`src/rtl/clock_rate_meter_if.sv`:
```
// Control and result handshake bundle for clock_rate_meter.
// The master side requests windows and consumes results; the slave is the meter.
interface clock_rate_meter_if #(
  parameter int CNT_W = 32
);
  logic             start;
  logic             continuous;
  logic             result_ready;
  logic             result_valid;
  logic [CNT_W-1:0] edge_count;
  logic             overflow;
  logic             busy;

  modport master (
    output start, continuous, result_ready,
    input  result_valid, edge_count, overflow, busy
  );

  modport slave (
    input  start, continuous, result_ready,
    output result_valid, edge_count, overflow, busy
  );
endinterface

```
`src/rtl/clock_rate_meter.sv`:
```
// Gated edge counter: counts synchronized rising edges of meas_in over a fixed
// window of GATE_CYCLES clk cycles and holds the count until it is accepted.
module clock_rate_meter #(
  parameter int GATE_CYCLES = 1000,
  parameter int CNT_W       = 32,
  parameter int SYNC_STAGES = 2
) (
  input  logic                clk,
  input  logic                rst_n,
  input  logic                meas_in,
  clock_rate_meter_if.slave   bus
);

  localparam int GC_W = $clog2(GATE_CYCLES);
  localparam logic [GC_W-1:0] GATE_LOAD = GC_W'(GATE_CYCLES - 1);

  typedef enum logic [1:0] {IDLE, GATE, HOLD} state_e;

  state_e                 state_q, state_d;
  logic [SYNC_STAGES-1:0] sync_q;
  logic                   meas_dly_q;
  logic [GC_W-1:0]        gate_cnt_q, gate_cnt_d;
  logic [CNT_W-1:0]       acc_q, acc_d;
  logic                   ovf_q, ovf_d;
  logic [CNT_W-1:0]       edge_count_q, edge_count_d;
  logic                   overflow_q, overflow_d;

  logic                   edge_pulse;
  logic [CNT_W:0]         inc;
  logic [CNT_W-1:0]       acc_nxt;
  logic                   ovf_nxt;

  // MSB flags an attempted increment past all-ones; the count itself sticks.
  function automatic logic [CNT_W:0] sat_inc(input logic [CNT_W-1:0] v);
    if (&v) return {1'b1, v};
    else    return {1'b0, v + 1'b1};
  endfunction

  assign edge_pulse = sync_q[SYNC_STAGES-1] & ~meas_dly_q;

  always_ff @(posedge clk) begin
    if (!rst_n) begin
      state_q      <= IDLE;
      sync_q       <= '0;
      meas_dly_q   <= 1'b0;
      gate_cnt_q   <= '0;
      acc_q        <= '0;
      ovf_q        <= 1'b0;
      edge_count_q <= '0;
      overflow_q   <= 1'b0;
    end else begin
      state_q      <= state_d;
      sync_q       <= {sync_q[SYNC_STAGES-2:0], meas_in};
      meas_dly_q   <= sync_q[SYNC_STAGES-1];
      gate_cnt_q   <= gate_cnt_d;
      acc_q        <= acc_d;
      ovf_q        <= ovf_d;
      edge_count_q <= edge_count_d;
      overflow_q   <= overflow_d;
    end
  end

  always_comb begin
    state_d      = state_q;
    gate_cnt_d   = gate_cnt_q;
    acc_d        = acc_q;
    ovf_d        = ovf_q;
    edge_count_d = edge_count_q;
    overflow_d   = overflow_q;

    inc     = sat_inc(acc_q);
    acc_nxt = edge_pulse ? inc[CNT_W-1:0] : acc_q;
    ovf_nxt = ovf_q | (edge_pulse & inc[CNT_W]);

    case (state_q)
      IDLE: begin
        if (bus.start) begin
          state_d    = GATE;
          gate_cnt_d = GATE_LOAD;
          acc_d      = '0;
          ovf_d      = 1'b0;
        end
      end
      GATE: begin
        acc_d      = acc_nxt;
        ovf_d      = ovf_nxt;
        gate_cnt_d = gate_cnt_q - 1'b1;
        // The final gate cycle's edge is part of the published result.
        if (gate_cnt_q == '0) begin
          state_d      = HOLD;
          edge_count_d = acc_nxt;
          overflow_d   = ovf_nxt;
        end
      end
      HOLD: begin
        if (bus.result_ready) begin
          if (bus.continuous) begin
            state_d    = GATE;
            gate_cnt_d = GATE_LOAD;
            acc_d      = '0;
            ovf_d      = 1'b0;
          end else begin
            state_d = IDLE;
          end
        end
      end
      default: state_d = IDLE;
    endcase
  end

  assign bus.result_valid = (state_q == HOLD);
  assign bus.busy         = (state_q != IDLE);
  assign bus.edge_count   = edge_count_q;
  assign bus.overflow     = overflow_q;

endmodule

```
`src/flat_wrapper.sv`:
```
// flat-port wrapper written by rule: the top's interface ports become plain ports
module clock_rate_meter_flat 
#(
  parameter int GATE_CYCLES = 1000,
  parameter int CNT_W       = 32,
  parameter int SYNC_STAGES = 2
)
  (clk, rst_n, meas_in, bus_start, bus_continuous, bus_result_ready, bus_result_valid, bus_edge_count, bus_overflow, bus_busy);
  clock_rate_meter_if #(.CNT_W(CNT_W)) bus_i ();
  input  logic clk;
  input  logic rst_n;
  input  logic meas_in;
  input wire logic [$bits(bus_i.start)-1:0] bus_start;
  input wire logic [$bits(bus_i.continuous)-1:0] bus_continuous;
  input wire logic [$bits(bus_i.result_ready)-1:0] bus_result_ready;
  output wire logic [$bits(bus_i.result_valid)-1:0] bus_result_valid;
  output wire logic [$bits(bus_i.edge_count)-1:0] bus_edge_count;
  output wire logic [$bits(bus_i.overflow)-1:0] bus_overflow;
  output wire logic [$bits(bus_i.busy)-1:0] bus_busy;
  assign bus_i.start = bus_start;
  assign bus_i.continuous = bus_continuous;
  assign bus_i.result_ready = bus_result_ready;
  assign bus_result_valid = bus_i.result_valid;
  assign bus_edge_count = bus_i.edge_count;
  assign bus_overflow = bus_i.overflow;
  assign bus_busy = bus_i.busy;
  clock_rate_meter #(.GATE_CYCLES(GATE_CYCLES), .CNT_W(CNT_W), .SYNC_STAGES(SYNC_STAGES)) u_core (.clk(clk), .rst_n(rst_n), .meas_in(meas_in), .bus(bus_i));
endmodule
```
`config.mk`:
```
export PLATFORM = sky130hd
export DESIGN_NAME = clock_rate_meter_flat
export DESIGN_NICKNAME = d
export VERILOG_FILES = /design/src/rtl/clock_rate_meter_if.sv /design/src/rtl/clock_rate_meter.sv /design/src/flat_wrapper.sv
export SDC_FILE = /design/constraint.sdc
export NUM_CORES = 1
export LEC_CHECK = 0
export ABC_AREA = 1
export CORE_ASPECT_RATIO = 0.75
export CORE_MARGIN = 1
export CORE_UTILIZATION = 54
export CTS_BUF_LIST = sky130_fd_sc_hd__clkbuf_16
export DETAILED_ROUTE_END_ITERATION = 8
export PLACE_DENSITY = 0.76
export SLEW_MARGIN = 20
export SYNTH_ARGS = -nofsm -noshare
export SYNTH_HDL_FRONTEND = slang
export SYNTH_SLANG_ARGS = --single-unit
```
`constraint.sdc`:
```
create_clock -name clk -period 2.2 [get_ports clk]
set_input_delay 0.33 -clock clk [delete_from_list [all_inputs] [get_ports clk]]
set_output_delay 0.33 -clock clk [all_outputs]
set_load 0.005 [all_outputs]
```
==> flow_metrics.tcl <==
set metrics [dict create \
    outcome "completed" \
    worst_setup_path_end_kind "register" \
    cellLeakagePower_nw 2.232 \
    antennaDiodeCount 0 \
    cp.required_ns 2.43 \
    routabilityCongestion 1.035 \
    track_usage 0.2882 \
    drtPass1Iterations 5 \
    clock_latency_ns 0.34 \
    grt_max_degree 27 \
    relSlewSlack 0.7016 \
    postCtsHoldBufs 0 \
    ys_warn_count 0 \
    fp.dieH_um 80.48 \
    die_x_um 106.6 \
    finalPower_mw 3.381 \
    clock_skew_ns 0.003611 \
    cts_tree "built" \
    nFillCells 722 \
    worstHoldPathType "reg -> reg" \
    dpl_cell_area_um2 4966 \
    async_flop_share 0 \
    numCtsBuffers 9 \
    fp-row-count 28 \
    fin_setup_tns_ns 0 \
    final_cell_area_um2 5259 \
    globalRouteOverflowTotal 0 \
    ys_types 37 \
    syn_inst 681 \
    numPortBuffers 40 \
    root_buffer "clkbuf_16" \
    start_util 0.5601 \
    drive_gt1_frac 0.07015 \
    cp.arrival_ns 2.23 \
    synth_top_area_frac 0.3657 \
    drc 0 \
    ctsLongestPathBuffers 2 \
    ys_ff_latch 81 \
    cts_num_sinks 81 \
    timing_hold_violations_final 0 \
    dieArea_um2 8581 \
    grt_pass1_wl_um 19150 \
    detailed_place_hpwl_um 8528 \
    crit_path_start_kind "register" \
    fmax_ghz 0.5016 \
    ys.flop_type "dfxtp_1" \
    wl_per_cell_um 14.04 \
    critical_path_class "reg -> reg" \
    routed_wl_um 11680 \
    h-tree-depth 3 \
    power_density_nw_per_um2 643.0 \
    grt_pass1_vias 3906 \
    ios 41 \
    dr_total_vias 4476 \
    clk_pin_slew_worst_paths_ns 0.06 \
    maxSlewViolCount 0 \
    worst_pin_slew_ns 0.4471 \
    drt-initial-drc-count 279 \
    netlist_area_um2 4434 \
    synth_seq_area_share 0.3657 \
    cts_setup_buffers 0 \
    syn_to_final_growth_pct 18.59 \
    ir_worst_vdd_uv 440.3 \
    nets 730 \
    antenna_found_initial 0 \
    hold_slack_ns 0.4451 \
    drv_cap 0 \
    layout_min_cycle_time_ns 1.994 \
    synth_top_cell_by_area "dfxtp_1" \
    synth_most_common_cell "nand2_1" \
    synth_nets 689 \
    finalSetupViolCount 0 \
    min_period_over_period 0.9062 \
    final-seq-area_um2 1623 \
    via_per_inst 5.380 \
    coreArea_um2 7918 \
    multiInputGateArea_um2 2331 \
    netlist_top_cells_area "dfxtp_1 (37%), nand2_1 (17%), inv_1 (7.5%)" \
    ys_top_cells_by_count "nand2_1 (200), inv_1 (89), dfxtp_1 (81)" \
    rsz0062_at_grt "no" \
    syn_avg_cell_area_um2 6.511 \
    crit_path_max_fanout 5 \
    postRouteAntennaNets 0 \
    synth_enable_flop_cells 0 \
]
==> per-stage QoR <==
step	utilization	instances	setup slack [ns]
2_1_floorplan	-	681	0.4433
3_3_place_gp	0.6272	816	0.2896
3_5_place_dp	0.6272	816	0.2049
4_1_cts	0.6637	832	0.1924
5_1_grt	0.6642	832	0.0004887
6_report	0.6642	832	0.2063
==> layout make-up <==
class                      instances  area share
clock buffer                       9     0.04283
clock inverter                     7     0.01213
inverter                          91     0.06495
multi-input combinational        480      0.4433
sequential                        81      0.3086
tap                              105     0.02498
timing repair buffer              59      0.1033
==> registers in the layout, indices dropped and copies added (netlist names) <==
register               count
u_core.sync_q              2
u_core.meas_dly_q          1
u_core.bus.overflow        1
u_core.state_q             2
u_core.gate_cnt_q         10
u_core.acc_q              32
u_core.ovf_q               1
u_core.bus.edge_count     32
==> worst paths after layout <==
check	start	endpoint	slack [ns]	depth (start not counted)
worst max-delay path	u_core.acc_q[1]$_SDFFE_PN0P_	u_core.bus.edge_count[22]$_SDFFE_PN0P_	0.21	11
worst min-delay path	u_core.sync_q[1]$_SDFF_PN0_	u_core.meas_dly_q$_SDFF_PN0_	0.45	2
worst max register to register	u_core.acc_q[1]$_SDFFE_PN0P_	u_core.bus.edge_count[22]$_SDFFE_PN0P_	0.21	11
worst min register to register	u_core.sync_q[1]$_SDFF_PN0_	u_core.meas_dly_q$_SDFF_PN0_	0.45	2
==> critical path, stage by stage (launching register included) <==
cell and delay, ns:
dfxtp_1 0.39, ha_1 0.22, nand3_1 0.14, nor2_1 0.26, buf_4 0.18, nand3_1 0.06, nor2_1 0.20, nand3_1 0.10
nand2_1 0.07, nand2_1 0.06, o21ai_0 0.16, inv_1 0.06
==> kinds of logic (layout without fill, tap and decap cells) <==
logic type,Yosys count,after routing,share of synthesized area
AOI/OAI and AO/OA,124,124,0.1594
xor gates and xnor gates,6,6,0.01185
adders and majority gates,2,2,0.005642
buffers and inverters,120,166,0.1098
DFF,81,81,0.3657
and+or+nand+nor,348,348,0.3476
==> cells in the final DEF (no fill, tap or decap), types with 2 or more instances in the layout <==
master,n
xor2_1,5
clkbuf_16,9
nand3_1,47
buf_4,19
nand4_1,20
nor2_1,44
and2_1,4
o21a_1,27
a31oi_1,4
o21ai_1,8
nand3b_1,5
clkdlybuf4s50_1,40
nand2_2,2
ha_1,2
nor2_4,2
o21ai_0,34
nor2_2,6
a21oi_1,46
dfxtp_1,80
inv_1,91
nand2_1,200
inv_2,2
nor3_1,11
clkinv_2,2
o211ai_1,2
==> report_power, final <==
| group | internal (mW) | switching, mW | total (mW) |
|---|---|---|---|
| Sequential | 1.52 | 0.0365 | 1.56 |
| Clock | 0.868 | 0.597 | 1.47 |
| Combinational | 0.137 | 0.224 | 0.360 |
==> timing repair <==
action,CTS,global route
endpoints found under the setup margin,0,10
resized for setup,0,2
hold endpoints to repair,0,0
==> metal layers <==
metal	share of wire	vias to the layer above	track usage
met1	0.50	2078	0.3916
met2	0.44	119	0.4548
li1	-	2265	-
met3	0.048	14	0.06169
met5	0	-	0
met4	0.013	0	0.09315
(Power assumes the default switching activity.)
